$ cat config.mk
export PLATFORM = sky130hd
export DESIGN_NAME = multi_timer
export DESIGN_NICKNAME = d
export VERILOG_FILES = /design/src/rtl/multi_timer.sv
export SDC_FILE = /design/constraint.sdc
export NUM_CORES = 1
export LEC_CHECK = 0
export ABC_AREA = 1
export CAP_MARGIN = 15
export CORE_MARGIN = 2
export CORE_UTILIZATION = 45
export CTS_CLUSTER_DIAMETER = 50
export DETAILED_ROUTE_END_ITERATION = 7
export PLACE_DENSITY_LB_ADDON = 0.08
export SLEW_MARGIN = 10
export SYNTH_ARGS = -nofsm -noshare
export SYNTH_HDL_FRONTEND = slang
export SYNTH_SLANG_ARGS = --single-unit
$ cat constraint.sdc
create_clock -name clk -period 2.34 [get_ports clk]
set_input_delay 0.702 -clock clk [delete_from_list [all_inputs] [get_ports clk]]
set_output_delay 0.702 -clock clk [all_outputs]
set_load 0.01 [all_outputs]
$ cat src/rtl/multi_timer.sv
// multi_timer: CHANNELS independent one-shot/periodic/free-run timers with CTRL,
// PRESET, COUNT and W1C STATUS registers; masked per-channel requests ORed onto intreq.
module multi_timer #(
  parameter  int WIDTH    = 32,
  parameter  int CHANNELS = 2,
  localparam int CH_W     = (CHANNELS > 1) ? $clog2(CHANNELS) : 1,
  localparam int ADDR_W   = CH_W + 2
) (
  input  logic                clk,
  input  logic                rst_n,
  input  logic                we,
  input  logic [ADDR_W-1:0]   devaddr,
  input  logic [WIDTH-1:0]    in,
  output logic [WIDTH-1:0]    out,
  output logic                intreq,
  output logic [CHANNELS-1:0] intreq_vec
);

  typedef enum logic [1:0] {
    REG_CTRL   = 2'b00,
    REG_PRESET = 2'b01,
    REG_COUNT  = 2'b10,
    REG_STATUS = 2'b11
  } reg_e;

  typedef enum logic [1:0] {
    MODE_ONESHOT  = 2'b00,
    MODE_PERIODIC = 2'b01,
    MODE_FREERUN  = 2'b10,
    MODE_RSVD     = 2'b11
  } mode_e;

  logic [3:0]          ctrl_q   [CHANNELS];
  logic [3:0]          ctrl_d   [CHANNELS];
  logic [WIDTH-1:0]    preset_q [CHANNELS];
  logic [WIDTH-1:0]    preset_d [CHANNELS];
  logic [WIDTH-1:0]    count_q  [CHANNELS];
  logic [WIDTH-1:0]    count_d  [CHANNELS];
  logic [CHANNELS-1:0] pend_q;
  logic [CHANNELS-1:0] pend_d;
  logic [CHANNELS-1:0] wr_hit;
  logic [CHANNELS-1:0] fire;

  logic [CH_W-1:0] ch_sel;
  reg_e            reg_sel;

  assign ch_sel  = devaddr[ADDR_W-1:2];
  assign reg_sel = reg_e'(devaddr[1:0]);

  // Out-of-range channel indices match no channel, so they read 0 and drop writes.
  always_comb begin
    for (int i = 0; i < CHANNELS; i++) begin
      wr_hit[i] = we && (ch_sel == CH_W'(i));
    end
  end

  always_comb begin
    for (int i = 0; i < CHANNELS; i++) begin
      ctrl_d[i]   = ctrl_q[i];
      preset_d[i] = preset_q[i];
      count_d[i]  = count_q[i];
      fire[i]     = 1'b0;
      if (ctrl_q[i][0]) begin
        case (mode_e'(ctrl_q[i][2:1]))
          MODE_ONESHOT: begin
            if (count_q[i] != '0) count_d[i] = count_q[i] - WIDTH'(1);
            else begin
              ctrl_d[i][0] = 1'b0;
              fire[i]      = 1'b1;
            end
          end
          MODE_PERIODIC: begin
            if (count_q[i] != '0) count_d[i] = count_q[i] - WIDTH'(1);
            else begin
              count_d[i] = preset_q[i];
              fire[i]    = 1'b1;
            end
          end
          MODE_FREERUN: begin
            count_d[i] = count_q[i] + WIDTH'(1);
            fire[i]    = &count_q[i];
          end
          default: ;
        endcase
      end
      // Bus writes land after the counting logic so they win any collision.
      if (wr_hit[i]) begin
        case (reg_sel)
          REG_CTRL:   ctrl_d[i] = in[3:0];
          REG_PRESET: begin
            preset_d[i] = in;
            count_d[i]  = in;
          end
          default: ;
        endcase
      end
      pend_d[i] = fire[i] | (pend_q[i] & ~(wr_hit[i] && (reg_sel == REG_STATUS) && in[0]));
    end
  end

  always_ff @(posedge clk or negedge rst_n) begin
    if (!rst_n) begin
      for (int i = 0; i < CHANNELS; i++) begin
        ctrl_q[i]   <= '0;
        preset_q[i] <= '0;
        count_q[i]  <= '0;
      end
      pend_q <= '0;
    end else begin
      for (int i = 0; i < CHANNELS; i++) begin
        ctrl_q[i]   <= ctrl_d[i];
        preset_q[i] <= preset_d[i];
        count_q[i]  <= count_d[i];
      end
      pend_q <= pend_d;
    end
  end

  always_comb begin
    out = '0;
    for (int i = 0; i < CHANNELS; i++) begin
      if (ch_sel == CH_W'(i)) begin
        case (reg_sel)
          REG_CTRL:   out = WIDTH'(ctrl_q[i]);
          REG_PRESET: out = preset_q[i];
          REG_COUNT:  out = count_q[i];
          REG_STATUS: out = WIDTH'(pend_q[i]);
        endcase
      end
    end
  end

  always_comb begin
    for (int i = 0; i < CHANNELS; i++) begin
      intreq_vec[i] = pend_q[i] & ctrl_q[i][3];
    end
  end

  assign intreq = |intreq_vec;

endmodule

After elaboration in Yosys (flattened, before gate mapping). Index checks and enable logic that the tools add are counted.

Logic and storage cells: 80. Input port bits: 38. Register bits after elaboration: 138.

Reduce and logical (&&, ||, !) cells: 20. Mux-type cells: 31. Equality and inequality tests: 7. Bitwise operators: 9. $add $sub $neg: 4.

Operators with widths (number): two-way mux 32 bit (11); one-hot mux 32 bit (4 select lines) (2); one-hot mux 32 bit (3 select lines) (2); adder 32 x 1 -> 32 bit, second input constant (2); AND reduction 32 bit (2); nonzero test 32 bit (2); subtractor 32 x 1 -> 32 bit, second input constant (2); two-way mux 1 bit (14); equality test 2 bit, second input constant (4); AND reduction 2 bit (4); equality test 2 x 1 -> 1 bit, second input constant (3); logical AND 1 bit (6); logical NOT 2 bit (3); OR reduction 2 bit (3); bitwise AND 1 bit (4); one-hot mux 1 bit (2 select lines) (2); NOT 1 bit (3); OR 1 bit (2).

Depth between registers and ports, before layout.
Word-level depth: 7. Depth in mapped cells: 15. Depth with buffers taken out: 15.

Worst setup path after synthesis. OpenSTA, ideal clock, no wires.

Kind: input-to-output. Start: input devaddr[2]. End: output out[17]. Required time: 1.638 ns. Arrival: 1.738 ns. Path buffers: 3. Setup slack: -0.100 ns. Stages on the path: 6. Cells stage by stage: clkbuf_1 > inv_1 > buf_1 > clkbuf_1 > nand2_1 > nand2_1.

Longest elaborated chain between the ends: 1.

RTL lines: start: declaration (RTL line 12) `input logic [ADDR_W-1:0] devaddr,`; two-way mux 32 bit (RTL line 122) `if (ch_sel == CH_W'(i)) begin`; end: declaration (RTL line 14) `output logic [WIDTH-1:0] out,`.

No other way between the ends.

Worst setup path after layout.
Start: input devaddr[1]. End: output out[25].

Longest elaborated chain between the ends: 3. Elaborated cells between the ends (all ways): 7. Classes of those cells: eq/ne: 3; mux: 3; reduce/logical: 1.

RTL lines: equality test 2 bit (tied with other cells) (RTL line 123) `case (reg_sel)`; one-hot mux 32 bit (4 select lines) (RTL line 123); two-way mux 32 bit * (RTL line 122).

Mark *: on every way between the ends. The rest lies on a longest branch, timed or not.

==> summary.md <==
### Route
* total via count in the routed design: 15.4k
* Iter 0 DRT Violations: 1,668
* Detailed Route WL: 55.3 mm
* final routed DRC violation total: 0
* drt first pass iters: 6
* number of nets with antenna violations after routing: 0
* routed vias/inst: 5.56
* drt wl/cell: 20.0 µm

### Timing
* max frequency: 0.388 GHz
* final worst setup slack: -238 ps
* setup repair after global routing missed its margin: yes
* crit share post-route: 110%
* Fin Hold WS: 171 ps
* final worst clock skew: 16.2 ps
* Max Slew Vio Count: 0
* post-layout minimum cycle time: 2580 ps
* final count of hold timing violations: 0
* Rel. slew slack: 64.6%
* Worst-Margin Slew: 526 ps
* final setup fails: 32

### Outcome
* status: complete, but fails checks
* failing checks: negative setup slack

### Run
* max capacitance violation total: 0

### Yosys
* mean instance size in the synthesized netlist: 5.78 µm²
* cell area after synthesis: 0.0125 mm²
* number of distinct library cell variants in the gate-level netlist after synthesis: 44
* Synth Net Count: 2,212
* synthesized instance count: 2,168
* #FFs+latches synth: 138
* number of warnings reported in the yosys synthesis log: 0
* sequential fraction of the synthesis area: 27.6%

### Pwr
* fraction of power consumed by the clock network: 16.2%
* share of power burned in combinational logic: 59.4%
* internal power: 0.00832 W
* Static Leakage: 7.97 nW
* sequential group share of total power: 24.3%
* Worst IR Drop VDD: 0.748 mV
* switching portion of total power: 50.1%
* Overall Power: 0.0167 W
* total power per unit cell area: 1040 mW/mm²
* P_sw: 0.00837 W

### Clock network
* CTS H-tree depth: 4
* TritonCTS clock tree: built
* clock-pin transition on the worst setup and hold timing paths: 60 ps
* clock root buffer: clkbuf_16
* maximum clock insertion buffer count: 2
* Clk Latency, worst-skew pair: 440 ps
* CTS sink count: 138
* hold buffer count at cts: 0
* number of buffers created by CTS: 17

### Finish
* share of post-route cells with drive strength above 1: 17.4%
* number of nets at the end of the flow: 2,413
* Fill cells: 2,872
* multi-input logic area: 0.00784 mm²
* synth-to-layout area growth: 27.8%
* sequential cell area: 0.00346 mm²

### Global routing
* final global-route overflow total: 0
* Total GRT Usage: 37.9%
* via count of the first global-routing pass: 14.5k
* initial antenna violation count: 3
* largest net degree at the start of global routing: 59
* wire length of the first global-routing pass: 83.9 mm

### Floorplan
* overall die area: 0.0292 mm²
* initial standard-cell utilization of the core: 45.4%
* die boundary height: 171 µm
* floorplan row count: 61
* core area: 0.0276 mm²
* chip width: 171 µm
* I/O pin count: 73

### Worst setup path
* category of the most critical setup path: input port to primary output
* chain of cells forming the critical path: buf_6 -> buf_6 -> nor2_4 -> inv_6 -> buf_12 -> buf_16 -> o22ai_1 -> nand2_1 -> nand2_1 -> buf_2
* CP Max Fanout: 7
* register-to-register setup slack: 100 ps
* largest stage delay on the critical path: 180 ps
* endpoint of the lowest-slack register-to-register path: count_q[30]
* worst setup path start: devaddr[1]
* Reg2Reg Depth: 12
* endpoint required time on the critical path: 1640 ps
* Crit-path slowest cell: nor2_4
* Worst R2R Start: count_q[6]
* endpoint class of the critical path: primary output
* arrival time worst endpoint: 1880 ps
* critical path launch point type: input port

### Placement
* HPWL reported at the end of detailed placement: 43.3 mm
* GPL Wtd Cong: 1.04
* number of buffers inserted by port buffering: 72

### Min path
* min-delay worst type: input port to async pin

state kept, by name, indices dropped and copies added (netlist names):
signal / flops
count_q: 64
pend_q: 2
ctrl_q: 8
preset_q: 64
what timing repair did:
action                     CTS  global route
setup endpoints to repair   58            70
gates cloned                 7             2
pin swaps                   26             8
resized for setup          235            26
setup buffers               11             3
layout make-up:
| class | instances | area share [%] |
|---|---|---|
| Timing Repair Buffer | 281 | 15.8 |
| Clock buffer | 18 | 2.68 |
| Antenna cell | 3 | 0.0469 |
| Timing Repair inverter | 2 | 0.125 |
| Clock inverter | 14 | 0.930 |
| Tap cell | 378 | 2.95 |
| Sequential cell | 138 | 21.6 |
| Multi-Input combinational cell | 1637 | 48.9 |
| Inverter | 292 | 6.94 |
placed cells by master, fill, tap and decap left out, types with 22 or more instances in the layout:
cell type / Yosys / routed
clkdlybuf4s50_1: 0 / 36
nor2_1: 200 / 193
a21oi_1: 57 / 57
nand2_1: 766 / 756
nand3_1: 174 / 173
dfrtp_1: 138 / 136
nor3_1: 28 / 28
nand4_1: 22 / 22
o21ai_1: 35 / 37
o21ai_0: 193 / 190
buf_4: 4 / 176
buf_2: 29 / 24
inv_1: 281 / 276
o22ai_2: 0 / 41
buf_6: 9 / 23
power groups by stage:
stage | clock, W | combinational, W | sequential [W]
3_5_place_dp | 0 | 0.00937 | 0.00405
5_1_grt | 0.00283 | 0.0109 | 0.00415
3_3_place_gp | 0 | 0.00939 | 0.00403
4_1_cts | 0.00272 | 0.00960 | 0.00402
2_1_floorplan | 0 | 0.00575 | 0.00376
6_report | 0.00271 | 0.00992 | 0.00406
metrics by stage:
| step | area [µm²] | util, % | TNS [ps] | setup slack, ps | cells |
|---|---|---|---|---|---|
| 2_1_floorplan | 12500 | - | 0 | 48.6 | 2168 |
| 3_3_place_gp | 14800 | 53.5 | -63580 | -983 | 2705 |
| 3_5_place_dp | 14800 | 53.5 | -66490 | -991 | 2705 |
| 4_1_cts | 15800 | 57.3 | -2850 | -156 | 2755 |
| 5_1_grt | 16000 | 58.0 | -6510 | -292 | 2763 |
| 6_report | 16000 | 58.0 | -5140 | -238 | 2763 |
cells in the mapped netlist, drive strengths merged:
library cell  number  area, µm²
nand2            772       2920
inv              289       1090
nor2             232       1020
o21ai            228       1140
nand3            180        931
dfrtp            138       3450
a21oi             64        347
o22ai             59        369
buf               53        329
clkbuf            48        188
nor3              30        166
nand4             23        150
xor2              18        158
a221oi             6       52.6
ha                 6       75.1
and2               5       31.3
clkinv             3       11.3
a31oi              2       12.5
nor4               2       12.5
o211ai             2       15.0
o21bai             2       15.0
or2                2       12.5
and3               1       6.26
mux2i              1       10.0
nand3b             1       7.51
o31ai              1       7.51
worst max-delay path: cells and delay by family:
| family | cells | cell delay (ps) |
|---|---|---|
| buf+inv | 6 | 720 |
| simple gates | 3 | 330 |
| compound gates | 1 | 120 |
cells by family (layout without fill, tap and decap cells):
logic type / after synthesis / after routing / synth area share, %
flops: 138 / 138 / 27.6
fa+ha+maj: 6 / 6 / 0.599
compound gates: 364 / 364 / 15.6
buf+inv: 393 / 607 / 12.9
simple gates: 1248 / 1248 / 42.0
mux: 1 / 1 / 0.0799
other cells: 0 / 3 / 0
xor+xnor: 18 / 18 / 1.26
metal layers:
layer | wire (µm) | up-vias | global-route usage [%]
met5 | 0 | - | 0
met2 | 25600 | 708 | 61.9
met3 | 4000 | 138 | 5.57
met1 | 23300 | 7223 | 50.6
li1 | - | 7292 | -
met4 | 2370 | 0 | 15.1
worst max-delay path by stage:
stage / slack, ps / depth (start not counted) / endpoint
after floorplan: 50 / 8 / out[17]
after global placement: -980 / 9 / out[3]
after detailed placement: -990 / 9 / out[2]
after CTS: -160 / 10 / out[18]
after global routing: -290 / 10 / out[28]
final: -240 / 10 / out[25]
Note: power is estimated with default switching activity, not from simulation.
